$ cat src/rtl/join_lane_fifo.sv
// One lane of the join: a circular FIFO of DEPTH entries with occupancy count.
// Storage is not reset; only pointers and count are.
module join_lane_fifo #(
  parameter int DATA_WIDTH = 32,
  parameter int DEPTH      = 2
) (
  input  logic                      clk,
  input  logic                      rst,
  input  logic                      push,
  input  logic                      pop,
  input  logic [DATA_WIDTH-1:0]     in_data,
  output logic [DATA_WIDTH-1:0]     out_data,
  output logic [$clog2(DEPTH):0]    count
);

  localparam int PTR_W = $clog2(DEPTH);
  localparam int CNT_W = PTR_W + 1;

  logic [PTR_W-1:0]      wr_ptr_q, wr_ptr_d;
  logic [PTR_W-1:0]      rd_ptr_q, rd_ptr_d;
  logic [CNT_W-1:0]      count_q, count_d;
  logic [DATA_WIDTH-1:0] mem_q [DEPTH];

  // DEPTH is a power of two, so pointer wrap is the natural overflow.
  always_comb begin
    wr_ptr_d = wr_ptr_q;
    rd_ptr_d = rd_ptr_q;
    count_d  = count_q;
    if (push) wr_ptr_d = wr_ptr_q + PTR_W'(1);
    if (pop)  rd_ptr_d = rd_ptr_q + PTR_W'(1);
    case ({push, pop})
      2'b10:   count_d = count_q + CNT_W'(1);
      2'b01:   count_d = count_q - CNT_W'(1);
      default: count_d = count_q;
    endcase
  end

  always_ff @(posedge clk or negedge rst) begin
    if (!rst) begin
      wr_ptr_q <= '0;
      rd_ptr_q <= '0;
      count_q  <= '0;
    end else begin
      wr_ptr_q <= wr_ptr_d;
      rd_ptr_q <= rd_ptr_d;
      count_q  <= count_d;
    end
  end

  always_ff @(posedge clk) begin
    if (push) mem_q[wr_ptr_q] <= in_data;
  end

  assign out_data = mem_q[rd_ptr_q];
  assign count    = count_q;

endmodule

$ cat src/rtl/join_n_buffered.sv
// Joins N independently buffered streams into one wide beat; all lanes pop together.
// Ready and valid depend only on registered state, never on the opposite handshake.
module join_n_buffered #(
  parameter int N          = 10,
  parameter int DATA_WIDTH = 32,
  parameter int DEPTH      = 2
) (
  input  logic                      clk,
  input  logic                      rst,
  input  logic [N*DATA_WIDTH-1:0]   data_in,
  input  logic [N-1:0]              data_in_valid,
  output logic [N-1:0]              data_in_ready,
  output logic [N*DATA_WIDTH-1:0]   data_out,
  output logic                      data_out_valid,
  input  logic                      data_out_ready
);

  localparam int               CNT_W = $clog2(DEPTH) + 1;
  localparam logic [CNT_W-1:0] FULL  = CNT_W'(DEPTH);

  logic [CNT_W-1:0] lane_count [N];
  logic [N-1:0]     lane_nonempty;
  logic [N-1:0]     lane_push;
  logic             pop;
  logic             ready_en_q, ready_en_d;

  // Holds ready low while in reset and rises on the first edge after release.
  always_comb ready_en_d = 1'b1;

  always_ff @(posedge clk or negedge rst) begin
    if (!rst) ready_en_q <= 1'b0;
    else      ready_en_q <= ready_en_d;
  end

  assign data_out_valid = &lane_nonempty;
  assign pop            = data_out_valid & data_out_ready;

  for (genvar i = 0; i < N; i++) begin : g_lane
    assign data_in_ready[i] = ready_en_q && (lane_count[i] != FULL);
    assign lane_nonempty[i] = (lane_count[i] != '0);
    assign lane_push[i]     = data_in_valid[i] & data_in_ready[i];

    join_lane_fifo #(
      .DATA_WIDTH (DATA_WIDTH),
      .DEPTH      (DEPTH)
    ) u_fifo (
      .clk      (clk),
      .rst      (rst),
      .push     (lane_push[i]),
      .pop      (pop),
      .in_data  (data_in[i*DATA_WIDTH +: DATA_WIDTH]),
      .out_data (data_out[i*DATA_WIDTH +: DATA_WIDTH]),
      .count    (lane_count[i])
    );
  end

endmodule

$ cat config.mk
export PLATFORM = sky130hd
export DESIGN_NAME = join_n_buffered
export DESIGN_NICKNAME = d
export VERILOG_FILES = /design/src/rtl/join_lane_fifo.sv /design/src/rtl/join_n_buffered.sv
export SDC_FILE = /design/constraint.sdc
export NUM_CORES = 1
export LEC_CHECK = 0
export ABC_CLOCK_PERIOD_IN_PS = 6700
export BUFFER_PORTS_ARGS = -buffer_cell sky130_fd_sc_hd__buf_2
export CAP_MARGIN = 10
export CORE_UTILIZATION = 40
export CTS_CLUSTER_DIAMETER = 50
export CTS_CLUSTER_SIZE = 8
export DETAILED_ROUTE_END_ITERATION = 8
export SYNTH_ARGS = -nofsm -noshare
export SYNTH_HDL_FRONTEND = slang
export SYNTH_HIERARCHICAL = 1
export SYNTH_SLANG_ARGS = --single-unit
$ cat constraint.sdc
create_clock -name clk -period 6.7 [get_ports clk]
set_input_delay 0.67 -clock clk [delete_from_list [all_inputs] [get_ports clk]]
set_output_delay 0.67 -clock clk [all_outputs]
set_load 0.1 [all_outputs]
## Word-level counts from Yosys, hierarchy flattened

Memory sizes are Yosys's and may differ from the RTL's.
Cells that the tools add are included.

- Register bits: 41
- RAM bits: 640
- Output and inout port bits: 331
- Logic and storage cells: 183
- Memories kept: 10

- $add $sub $neg: 40
- Equality and inequality tests: 30
- Mux-type cells: 30
- Bitwise logic cells: 11
- Reductions and logical operators: 31

Memories:

| name | depth | width | read ports | clocked after Yosys merged registers in | wr ports | RTL line | text |
|---|---|---|---|---|---|---|---|
| g_lane[0].u_fifo.mem_q | 2 | 32 | 1 | 0 | 1 | join_lane_fifo.sv:22 | `logic [DATA_WIDTH-1:0] mem_q [DEPTH];` |
| g_lane[1].u_fifo.mem_q | 2 | 32 | 1 | 0 | 1 | join_lane_fifo.sv:22 |  |
| g_lane[2].u_fifo.mem_q | 2 | 32 | 1 | 0 | 1 | join_lane_fifo.sv:22 |  |
| g_lane[3].u_fifo.mem_q | 2 | 32 | 1 | 0 | 1 | join_lane_fifo.sv:22 |  |
| g_lane[4].u_fifo.mem_q | 2 | 32 | 1 | 0 | 1 | join_lane_fifo.sv:22 |  |
| g_lane[5].u_fifo.mem_q | 2 | 32 | 1 | 0 | 1 | join_lane_fifo.sv:22 |  |
| +4 memories | - | - | - | - | - | - |  |

Operators with widths:

| cell | count |
|---|---|
| 2-bit one-hot mux with 2 select lines | 10 |
| 2-bit nonzero test | 20 |
| 1-bit adder (second input constant) | 20 |
| 2-bit by 1-bit adder with 2-bit output (second input constant) | 10 |
| 2-bit by 1-bit == test with 1-bit output (second input constant) | 10 |
| 2-bit == test (second input constant) | 10 |
| 1-bit 2-to-1 mux | 20 |
| 2-bit inequality test (second input constant) | 10 |
| 2-bit by 1-bit subtractor with 2-bit output (second input constant) | 10 |
| 1-bit AND | 11 |
| 1-bit logical AND | 10 |
| 10-bit AND reduction | 1 |

## Depth between registers and ports, before layout

Gate-level depths: netlist (run 1).

- Depth in word-level cells: 5
- Gate-level depth with buffers: 8
- Mapped depth without buffers: 8

## Hierarchy

The synthesis (run 1) kept the hierarchy.

Modules (own cells, without submodules):

| module | instances | cells each | area an instance (um2) | sequential area each (um2) |
|---|---|---|---|---|
| join_lane_fifo | 10 | 114 | 2636.3 | 2021.9 |
| join_n_buffered | 1 | 40 | 272.8 | 25.0 |

## Worst setup path after synthesis (run 1)

No wires, ideal clock.

- Path kind: reg2reg
- From: reg g_lane[5].u_fifo.count_q[0]
- To: mem g_lane[5].u_fifo.mem_q[0][0] (enable)
- Library setup time: 0.421 ns
- Data arrival time: 3.681 ns
- Setup slack: 2.598 ns
- Cell stages (with the launch flop): 6
- Period minus slack after synthesis: 4.102 ns
- Cells stage by stage: dfrtp_1 -> inv_1 -> a21boi_1 -> and2_1 -> inv_1 -> nor2_1

- Word-level cells in the longest chain between the ends: 5

RTL lines:

| item | RTL line | text |
|---|---|---|
| start: declaration | join_lane_fifo.sv:21 | `logic [CNT_W-1:0] count_q, count_d;` |
| start signal: assignment | join_lane_fifo.sv:46 | `count_q <= count_d;` |
| 2-bit inequality test | join_n_buffered.sv:39 | `assign data_in_ready[i] = ready_en_q && (lane_count[i] != FULL);` |
| 1-bit logical AND | join_n_buffered.sv:39 |  |
| named net data_in_ready[5] | join_n_buffered.sv:12 | `output logic [N-1:0] data_in_ready,` |
| 1-bit AND | join_n_buffered.sv:41 | `assign lane_push[i] = data_in_valid[i] & data_in_ready[i];` |
| named net lane_push[5] | join_n_buffered.sv:23 | `logic [N-1:0] lane_push;` |
| 1-bit 2-to-1 mux | join_lane_fifo.sv:51 | `if (push) mem_q[wr_ptr_q] <= in_data;` |
| 1-bit 2-to-1 mux (not written as such) | join_lane_fifo.sv:51 |  |
| end: declaration | join_lane_fifo.sv:22 |  |

The timed path passes the listed nets, and every way through them passes these cells.

## Final worst setup path (run 1)

- From: reg g_lane[8].u_fifo.rd_ptr_q
- To: out data_out[265]

- Word-level cells in the longest chain between the ends: 1

RTL lines:

| item | RTL line | text |
|---|---|---|
| start: declaration | join_lane_fifo.sv:20 | `logic [PTR_W-1:0] rd_ptr_q, rd_ptr_d;` |
| start signal: assignment | join_lane_fifo.sv:45 | `rd_ptr_q <= rd_ptr_d;` |
| memory 2 x 32 bit | - |  |
| end: declaration | join_n_buffered.sv:13 | `output logic [N*DATA_WIDTH-1:0] data_out,` |

Every way passes these cells.

==> impl_metrics.csv, run 1 <==
group,metric,value,unit
sta,clock_skew,26.0,ps
worst_setup_path,end_kind,"output pin",
route,ant_nets,0,
clocking,cts_sinks,681,
floorplan,die_h,260,µm
grt,overflow,0,
synth,synth-seq-cells,681,
sta,rsz0062_at_grt,"no",
synth,yosysTopAreaCell,"edfxtp_1",
clocking,clk_path_buf_depth,3,
worst_setup_path,worst-endpoint-required,6030,ps
finish,regArea,0.0203,mm²
route,routed.top_layer,"met5",
floorplan,start_util,40.4,%
floorplan,core_area,0.0659,mm²
clocking,cts-resized-gates,0,
worst_setup_path,r2r_start,"ready_en_q",
synth,netlist_area,0.0266,mm²
worst_setup_path,r2r_end,"g_lane[7].u_fifo/mem_q[0][29]",
sta,min_period,3170,ps
status,status,"finished, final reports clean",
clocking,cts-buffers-inserted,102,
placement,globalplace.congestion,0.788,
synth,netlist-cell-type-count,20,
worst_setup_path,r2r_slack,4220,ps
sta,fmax,315,MHz
floorplan,die_area,0.0676,mm²
route,wl_met3,5070,µm
placement,hpwl,41100,µm
synth,netlist_instances,1180,
synth,netlist_top_cells_area,"edfxtp_1 72%, mux2_4 16%, dfrtp_1 3.9%",
clocking,cts_setup_buffers,0,
finish,fillers,5471,
route,routedWlPerCell,20.8,µm
finish,drive_above_1_share,57.7,%
sta,hold_violations,0,
finish,multi_input_area,0.00565,mm²
finish,final_area,0.0335,mm²
placement,portBuffers,663,
sta,slew_headroom,25.5,%
sta,worst_slew_pin_slew,1120,ps
synth,syn-num-nets,1523,
job,drv_cap,0,
grt,grt_max_degree,42,
synth,synth_edf_count,640,
worst_hold_path,hold_path_class,"primary input to asynchronous set/reset pin",
clocking,cts_tree,"done",
clocking,postCtsHoldBufs,0,
worst_setup_path,path_max_fanout,33,
finish,fin_nets,2271,
clocking,clkTransAtPathRegs,50,ps
placement,placed_cell_area,0.0305,mm²
grt,track_usage,16.9,%
grt,grt_pass1_vias,14000,
floorplan,dieWidth,260,µm
synth,yosys.area.top_type_share,72.2,%
grt,grt_pass1_wl,84900,µm
synth,yosysMostFrequentCell,"edfxtp_1",
worst_setup_path,rr_worst_depth,4,
route,wl,59700,µm
floorplan,ioPinCount,664,
route,vias,13400,
route,dr.pass1.iters,4,
synth,yosysWarningCount,6,
synth,async_flop_share,6.02,%
grt,antenna_found_initial,22,
route,drtIter0Drc,740,
synth,ys_seq_area_share,76.0,%
clocking,clk_latency,630,ps
synth,synth_flop_cell,"edfxtp_1",
sta,slew_viol_final,0,
route,drc,0,
finish,syn_to_final_growth,25.9,%
worst_setup_path,worst-setup-path-type,"flip-flop to output pin",
route,vias_per_cell,4.66,
route,wl_met2,30400,µm
synth,syn_area_per_cell,22.6,µm²
sta,setup_tns,0,ps
clocking,htree_levels,3,
clocking,cts_root_buffer,"clkbuf_16",
worst_setup_path,crit_arrival,2500,ps
floorplan,rows,94,
route,met1Wirelength,22500,µm
sta,finalCritPeriodShare,47.4,%
worst_setup_path,crit_path_start_kind,"flip-flop",
sta,final-setup-viol-count,0,
synth,yosys-top-cells-count,"640 x edfxtp_1, 290 x mux2_4, 41 x dfrtp_1",
-- stage by stage --
| step | setup slack (ps) | instances | hold slack [ps] | util, % |
|---|---|---|---|---|
| 2_1_floorplan | 2600 | 1180 | 374 | - |
| 3_3_place_gp | 3970 | 2688 | 479 | 46.4 |
| 3_5_place_dp | 4050 | 2688 | 491 | 46.4 |
| 4_1_cts | 3430 | 2851 | 128 | 50.9 |
| 5_1_grt | 3360 | 2858 | 139 | 50.9 |
| 6_report | 3530 | 2866 | 128 | 50.9 |
-- cell usage in the layout (no fill, tap or decap), drive strengths merged --
cell type,synthesis,routed
a21boi,10,10
and2,20,20
buf,40,684
bufinv,0,2
clkbuf,0,145
clkinv,0,12
clkinvlp,0,2
conb,1,1
dfrtp,41,41
diode,0,15
edfxtp,640,640
ha,10,10
inv,21,23
mux2,320,320
nor2,20,20
nor3,1,1
nor4,1,1
o221ai,2,2
o22a,2,2
o22ai,1,1
xnor2,20,20
xor2,30,30
-- critical path, cell delays in order, from the launching register on --
cell and delay [ps]:
dfrtp_2 1070, mux2_2 340, buf_2 430
-- cells by family (layout without fill, tap and decap cells) --
logic type	count (synthesis)	in the layout	share of synthesized area, %
muxes	320	320	17.6
other	1	16	0.0141
adders and majority gates	10	10	0.470
xor gates and xnor gates	50	50	1.64
and+or+nand+nor	42	42	0.817
AOI/OAI and AO/OA	15	15	0.460
buffers and inverters	61	868	2.97
DFF	681	681	76.0
-- per-layer routing --
layer | up-vias | global-route usage [%]
met5 | - | 0
met4 | 20 | 6.14
met3 | 124 | 6.77
met2 | 488 | 28.9
met1 | 6624 | 19.0
li1 | 6100 | -
-- worst max-delay path by stage --
stage / cells after the start / slack [ps] / from / to
finish: 2 / 3530 / g_lane[8].u_fifo/rd_ptr_q / data_out[265]
detailed placement: 4 / 4050 / ready_en_q / g_lane[6].u_fifo/mem_q[0][0]
floorplan: 5 / 2600 / g_lane[5].u_fifo/count[0] / g_lane[5].u_fifo/mem_q[0][0]
CTS: 2 / 3430 / g_lane[8].u_fifo/rd_ptr_q / data_out[265]
global route: 2 / 3360 / g_lane[8].u_fifo/rd_ptr_q / data_out[265]
global placement: 4 / 3970 / ready_en_q / g_lane[6].u_fifo/mem_q[0][0]
-- flip-flops by register name, indices dropped and copies added, names as in the netlist --
register,count
g_lane.u_fifo/count,20
g_lane.u_fifo/mem_q,640
g_lane.u_fifo/rd_ptr_q,10
g_lane.u_fifo/wr_ptr_q,10
ready_en_q,1
-- final cells by class --
cell class                      count  area share, %
Clock buffer                      145           8.15
Timing Repair Buffer              684           10.4
Antenna cell                       15          0.112
Sequential cell                   681           60.4
Tap cell                          864           3.22
Multi-Input combinational cell    438           16.8
Inverter                           21          0.235
Clock inverter                     18          0.701
Power of run 1 is left out: the tool's default activity adds up to more than one toggle a clock period on the data nets, which glitch-free logic cannot reach.
==> inputs of run 2 (changes only) <==
--- a/config.mk
+++ b/config.mk
@@ -5,13 +5,15 @@
 export SDC_FILE = /design/constraint.sdc
 export NUM_CORES = 1
 export LEC_CHECK = 0
-export ABC_CLOCK_PERIOD_IN_PS = 6700
+export ABC_AREA = 1
+export ABC_CLOCK_PERIOD_IN_PS = 2600
 export BUFFER_PORTS_ARGS = -buffer_cell sky130_fd_sc_hd__buf_2
 export CAP_MARGIN = 10
 export CORE_UTILIZATION = 40
 export CTS_CLUSTER_DIAMETER = 50
 export CTS_CLUSTER_SIZE = 8
 export DETAILED_ROUTE_END_ITERATION = 8
+export PLACE_DENSITY = 0.65
 export SYNTH_ARGS = -nofsm -noshare
 export SYNTH_HDL_FRONTEND = slang
 export SYNTH_HIERARCHICAL = 1
==> constraint.sdc (replaced) <==
create_clock -name clk -period 2.6 [get_ports clk]
set_input_delay 0.26 -clock clk [delete_from_list [all_inputs] [get_ports clk]]
set_output_delay 0.26 -clock clk [all_outputs]
set_load 0.1 [all_outputs]
==> impl_metrics.csv, run 2 <==
group,metric,value,unit
status,status,"finished, final reports clean",
synth,netlist-cell-type-count,21,
floorplan,rows,95,
grt,antenna_found_initial,6,
floorplan,die_area,0.0691,mm²
clocking,cts-buffers-inserted,103,
grt,grt_pass1_vias,19400,
synth,ys_seq_area_share,74.4,%
clocking,cts_tree,"done",
synth,yosysMostFrequentCell,"edfxtp_1",
route,vias,18300,
floorplan,dieWidth,263,µm
floorplan,start_util,40.4,%
finish,top_register,"g_lane.u_fifo/mem_q",
finish,fillers,5331,
clocking,cts_sinks,681,
placement,portBuffers,663,
synth,syn_area_per_cell,14.0,µm²
worst_setup_path,path_buf_inv,2,
worst_setup_path,crit_arrival,2230,ps
worst_setup_path,path_max_fanout,25,
synth,synth_edf_count,640,
clocking,clkTransAtPathRegs,50,ps
worst_hold_path,hold_path_class,"primary input to flip-flop",
finish,drive_above_1_share,37.0,%
sta,final-setup-viol-count,0,
sta,slew_headroom,53.8,%
clocking,clk_path_buf_depth,3,
worst_setup_path,cp_top_family,"buffers and inverters",
finish,post-route-util,56.4,%
worst_setup_path,crit_path_cell_trace,"buf_12 -> o21ai_0 -> clkbuf_4",
grt,grt_max_degree,66,
clocking,cts_root_buffer,"clkbuf_16",
route,routedWlPerCell,17.1,µm
sta,worst_slew_pin_slew,694,ps
grt,track_usage,19.3,%
synth,synth-seq-cells,681,
finish,mostFrequentLayoutCell,"buf_2",
synth,async_flop_share,6.02,%
worst_setup_path,worst-setup-path-type,"flip-flop to output pin",
floorplan,ioPinCount,664,
finish,largest_reg_flops,640,
placement,globalplace.congestion,0.903,
route,drtIter0Drc,1073,
synth,netlist_area,0.0272,mm²
finish,syn_to_final_growth,39.6,%
clocking,clk_latency,630,ps
route,wl,67500,µm
clocking,htree_levels,3,
floorplan,die_h,263,µm
worst_setup_path,end_kind,"output pin",
finish,regArea,0.0203,mm²
placement,hpwl,44000,µm
sta,finalCritPeriodShare,95.9,%
finish,fin_nets,3356,
route,vias_per_cell,4.63,
route,ant_nets,0,
route,dr.pass1.iters,7,
sta,min_period,2490,ps
route,drc,0,
finish,final_cell_mix,"648 x buf_2, 640 x edfxtp_1, 391 x inv_1",
worst_setup_path,slowest_stage,"dfrtp_4",
synth,yosysWarningCount,6,
sta,fmax,401,MHz
synth,netlist_instances,1943,
synth,synth_flop_cell,"edfxtp_1",
sta,hold_violations,0,
sta,slew_viol_final,0,
worst_setup_path,max_stage_delay,620,ps
synth,syn-num-nets,2286,
grt,grt_pass1_wl,104000,µm
finish,multi_input_area,0.00494,mm²
grt,overflow,0,
synth,netlist_top_cells_area,"edfxtp_1 71%, o21ai_2 8.7%, inv_1 5.4%",
sta,rsz0062_at_grt,"no",
synth,yosys.area.top_type_share,70.6,%
synth,yosysTopAreaCell,"edfxtp_1",
worst_setup_path,crit_path_start_kind,"flip-flop",
worst_setup_path,worst-endpoint-required,2340,ps
synth,yosys-top-cells-count,"640 x edfxtp_1, 391 x inv_1, 371 x nand2_1, 270 x o21ai_2, 60 x buf_6",
job,drv_cap,0,
clocking,cts_setup_buffers,0,
sta,clock_skew,21.0,ps
floorplan,core_area,0.0673,mm²
## run 2: timing repair
action | 4_1_cts | 5_1_grt
endpoints found under the setup margin | 0 | 70
hold buffers | 331 | 0
endpoints found under the hold margin | 691 | 0
resized for setup | 0 | 21
## run 2: area by class of cell
type | instances | area share (%)
diodes | 4 | 0.0264
inverters | 392 | 3.87
clock inverters | 22 | 0.768
clock buffers | 147 | 7.28
well taps | 873 | 2.88
repair buffers | 1035 | 18.8
multi-input cells | 800 | 13.0
flip-flops and latches | 681 | 53.4
## run 2: metal layers
metal,wire length (µm),GRT usage (%),vias up
met2,35000,34.4,623
met1,25000,21.1,8745
met4,3350,10.1,4
li1,-,-,8739
met5,19,0,-
met3,4190,5.14,198
## run 2: logic make-up (layout without fill, tap and decap cells)
group / after synthesis / after routing / share of synthesized area, %
other cells: 1 / 5 / 0.0138
buf+inv: 462 / 1596 / 8.17
compound gates: 330 / 330 / 9.79
xor+xnor: 30 / 30 / 0.966
fa+ha+maj: 10 / 10 / 0.460
simple gates: 429 / 429 / 6.20
flops: 681 / 681 / 74.4
## run 2: final timing paths
kind,slack (ps),cells past startpoint,to,start
max in group asynchronous,1790,2,g_lane[8].u_fifo/rd_ptr_q,rst
worst min register to register,500,1,g_lane[2].u_fifo/rd_ptr_q,g_lane[2].u_fifo/rd_ptr_q
worst max register to register,580,10,g_lane[9].u_fifo/count[1],g_lane[3].u_fifo/count[1]
worst min-delay path,220,5,g_lane[5].u_fifo/rd_ptr_q,data_out_ready
min in group asynchronous,250,2,g_lane[4].u_fifo/wr_ptr_q,rst
worst max-delay path,110,3,data_out[271],g_lane[8].u_fifo/rd_ptr_q
## run 2: tightest hold or removal path: cells and delay by family
| kind | cells | cell delay [ps] |
|---|---|---|
| XOR/XNOR | 1 | 130 |
| AND/OR/NAND/NOR | 1 | 50 |
| buffers and inverters | 3 | 350 |
## run 2: through the flow
step | setup TNS, ps | hold slack (ps) | cell area, µm² | instances | setup slack, ps
after floorplan | -11660 | -35.6 | 27400 | 1943 | -292
after global placement | 0 | 448 | 31500 | 3450 | 610
after detailed placement | 0 | 451 | 31500 | 3450 | 508
after CTS | 0 | 176 | 37900 | 3950 | 7.24
after global routing | 0 | 219 | 38000 | 3954 | 7.60
final | 0 | 221 | 38000 | 3954 | 107
Power of run 2 is left out for the same reason.
==> inputs of run 3 (changes only) <==
--- a/config.mk
+++ b/config.mk
@@ -5,7 +5,7 @@
 export SDC_FILE = /design/constraint.sdc
 export NUM_CORES = 1
 export LEC_CHECK = 0
-export ABC_AREA = 1
+export ABC_AREA = 0
 export ABC_CLOCK_PERIOD_IN_PS = 2600
 export BUFFER_PORTS_ARGS = -buffer_cell sky130_fd_sc_hd__buf_2
 export CAP_MARGIN = 10
@@ -13,7 +13,7 @@
 export CTS_CLUSTER_DIAMETER = 50
 export CTS_CLUSTER_SIZE = 8
 export DETAILED_ROUTE_END_ITERATION = 8
-export PLACE_DENSITY = 0.65
+export PLACE_DENSITY = 0.66
 export SYNTH_ARGS = -nofsm -noshare
 export SYNTH_HDL_FRONTEND = slang
 export SYNTH_HIERARCHICAL = 1
==> impl_metrics.csv, run 3 (same netlist as run 1, synthesis figures left out) <==
group,metric,value,unit
route,ant_nets,0,
worst_hold_path,min_to,"g_lane[1].u_fifo/rd_ptr_q",
floorplan,ioPinCount,664,
grt,grt_max_degree,34,
placement,globalplace.congestion,0.787,
floorplan,dieWidth,260,µm
clocking,clkTransAtPathRegs,50,ps
worst_setup_path,path_max_fanout,19,
clocking,cts_root_buffer,"clkbuf_16",
worst_hold_path,holdCritStartpoint,"data_out_ready",
route,vias,14700,
sta,final-setup-viol-count,0,
worst_setup_path,crit_path_cell_trace,"buf_12 -> mux2_2 -> buf_2",
worst_setup_path,worst-endpoint-required,2340,ps
sta,slew_headroom,49.1,%
worst_setup_path,r2r_slack,490,ps
job,drv_cap,0,
grt,overflow,0,
worst_setup_path,max_stage_delay,670,ps
clocking,htree_levels,3,
floorplan,rows,94,
worst_setup_path,r2r_end,"g_lane[3].u_fifo/count[1]",
finish,mostFrequentLayoutCell,"buf_2",
floorplan,die_h,260,µm
grt,grt_pass1_vias,16000,
floorplan,core_area,0.0659,mm²
sta,holdWs,228,ps
worst_setup_path,worst-setup-path-type,"flip-flop to output pin",
clocking,cts_sinks,681,
worst_setup_path,rr_worst_depth,7,
worst_setup_path,crit_path_start_kind,"flip-flop",
clocking,clk_latency,640,ps
clocking,cts_tree,"done",
finish,final_cell_mix,"663 x buf_2, 640 x edfxtp_1, 331 x dlygate4sd3_1",
finish,stdcell_count,3196,
worst_setup_path,cp.depth,3,
worst_hold_path,hold_path_class,"primary input to flip-flop",
sta,fmax,403,MHz
sta,setup_tns,0,ps
worst_setup_path,crit_arrival,2220,ps
sta,slew_viol_final,0,
route,routedWlPerCell,19.6,µm
sta,min_period,2480,ps
route,wl,62600,µm
floorplan,start_util,40.4,%
placement,portBuffers,663,
placement,dp_cells,2704,
clocking,clk_path_buf_depth,3,
sta,clock_skew,29.0,ps
placement,hpwl,41100,µm
floorplan,die_area,0.0676,mm²
route,dr.pass1.iters,4,
worst_hold_path,hold_depth,5,
worst_setup_path,end_kind,"output pin",
finish,syn_to_final_growth,39.5,%
sta,hold_violations,0,
finish,largest_reg_flops,640,
worst_setup_path,r2r_start,"g_lane[0].u_fifo/count[0]",
finish,drive_above_1_share,50.4,%
worst_setup_path,path_buf_inv,2,
finish,fin_nets,2617,
grt,track_usage,17.9,%
status,status,"finished, final reports clean",
finish,top_register,"g_lane.u_fifo/mem_q",
clocking,cts_setup_buffers,0,
route,vias_per_cell,4.59,
route,drc,0,
worst_setup_path,slowest_stage,"dfrtp_2",
sta,worst_slew_pin_slew,763,ps
route,drtIter0Drc,771,
clocking,cts-buffers-inserted,101,
grt,antenna_found_initial,3,
worst_setup_path,cp_top_family,"flip-flops",
sta,finalCritPeriodShare,95.4,%
grt,grt_pass1_wl,91600,µm
sta,rsz0062_at_grt,"no",
run 3: area by class of cell:
type	count	area, µm²
Clock buffer	140	2690
Sequential cell	681	20300
Fill cell	5014	28700
Multi-Input combinational cell	438	5760
Antenna cell	1	2.50
Clock inverter	20	249
Timing Repair Buffer	1031	7020
Tap cell	864	1080
Inverter	21	78.8
run 3: worst max-delay path by stage:
stage / slack (ps) / to / startpoint
CTS: 50 / data_out[111] / g_lane[3].u_fifo/rd_ptr_q
detailed placement: 440 / g_lane[6].u_fifo/count[1] / g_lane[0].u_fifo/count[0]
global placement: 510 / g_lane[6].u_fifo/count[1] / g_lane[0].u_fifo/count[0]
finish: 120 / data_out[111] / g_lane[3].u_fifo/rd_ptr_q
global route: 20 / data_out[111] / g_lane[3].u_fifo/rd_ptr_q
floorplan: -350 / g_lane[9].u_fifo/mem_q[0][0] / g_lane[9].u_fifo/count[0]
run 3: layer usage:
| metal | vias up | GRT usage [%] | share of wire, % |
|---|---|---|---|
| li1 | 6767 | - | - |
| met2 | 523 | 31.6 | 52 |
| met4 | 4 | 7.08 | 3.1 |
| met1 | 7255 | 20.0 | 38 |
| met3 | 135 | 5.47 | 7.3 |
| met5 | - | 0 | 0.043 |
run 3: worst min-delay path, cell delays in order:
cell    delay (ps)
buf_2          100
inv_1           90
nor4_4          60
buf_4          180
xor2_1         130
run 3: through the flow:
stage | instance area, µm² | util [%] | setup WS, ps
after detailed placement | 30900 | 46.9 | 440
after floorplan | 26800 | - | -354
after CTS | 37100 | 56.4 | 55.0
after global placement | 30900 | 46.9 | 512
after global routing | 37100 | 56.4 | 15.1
final | 37100 | 56.4 | 119
run 3: repair_timing:
action | in CTS | in global routing
setup endpoints to repair | 12 | 0
hold buffers | 331 | 0
hold endpoints to repair | 675 | 0
gates resized for setup | 1 | 0
Power of run 3 is left out for the same reason.
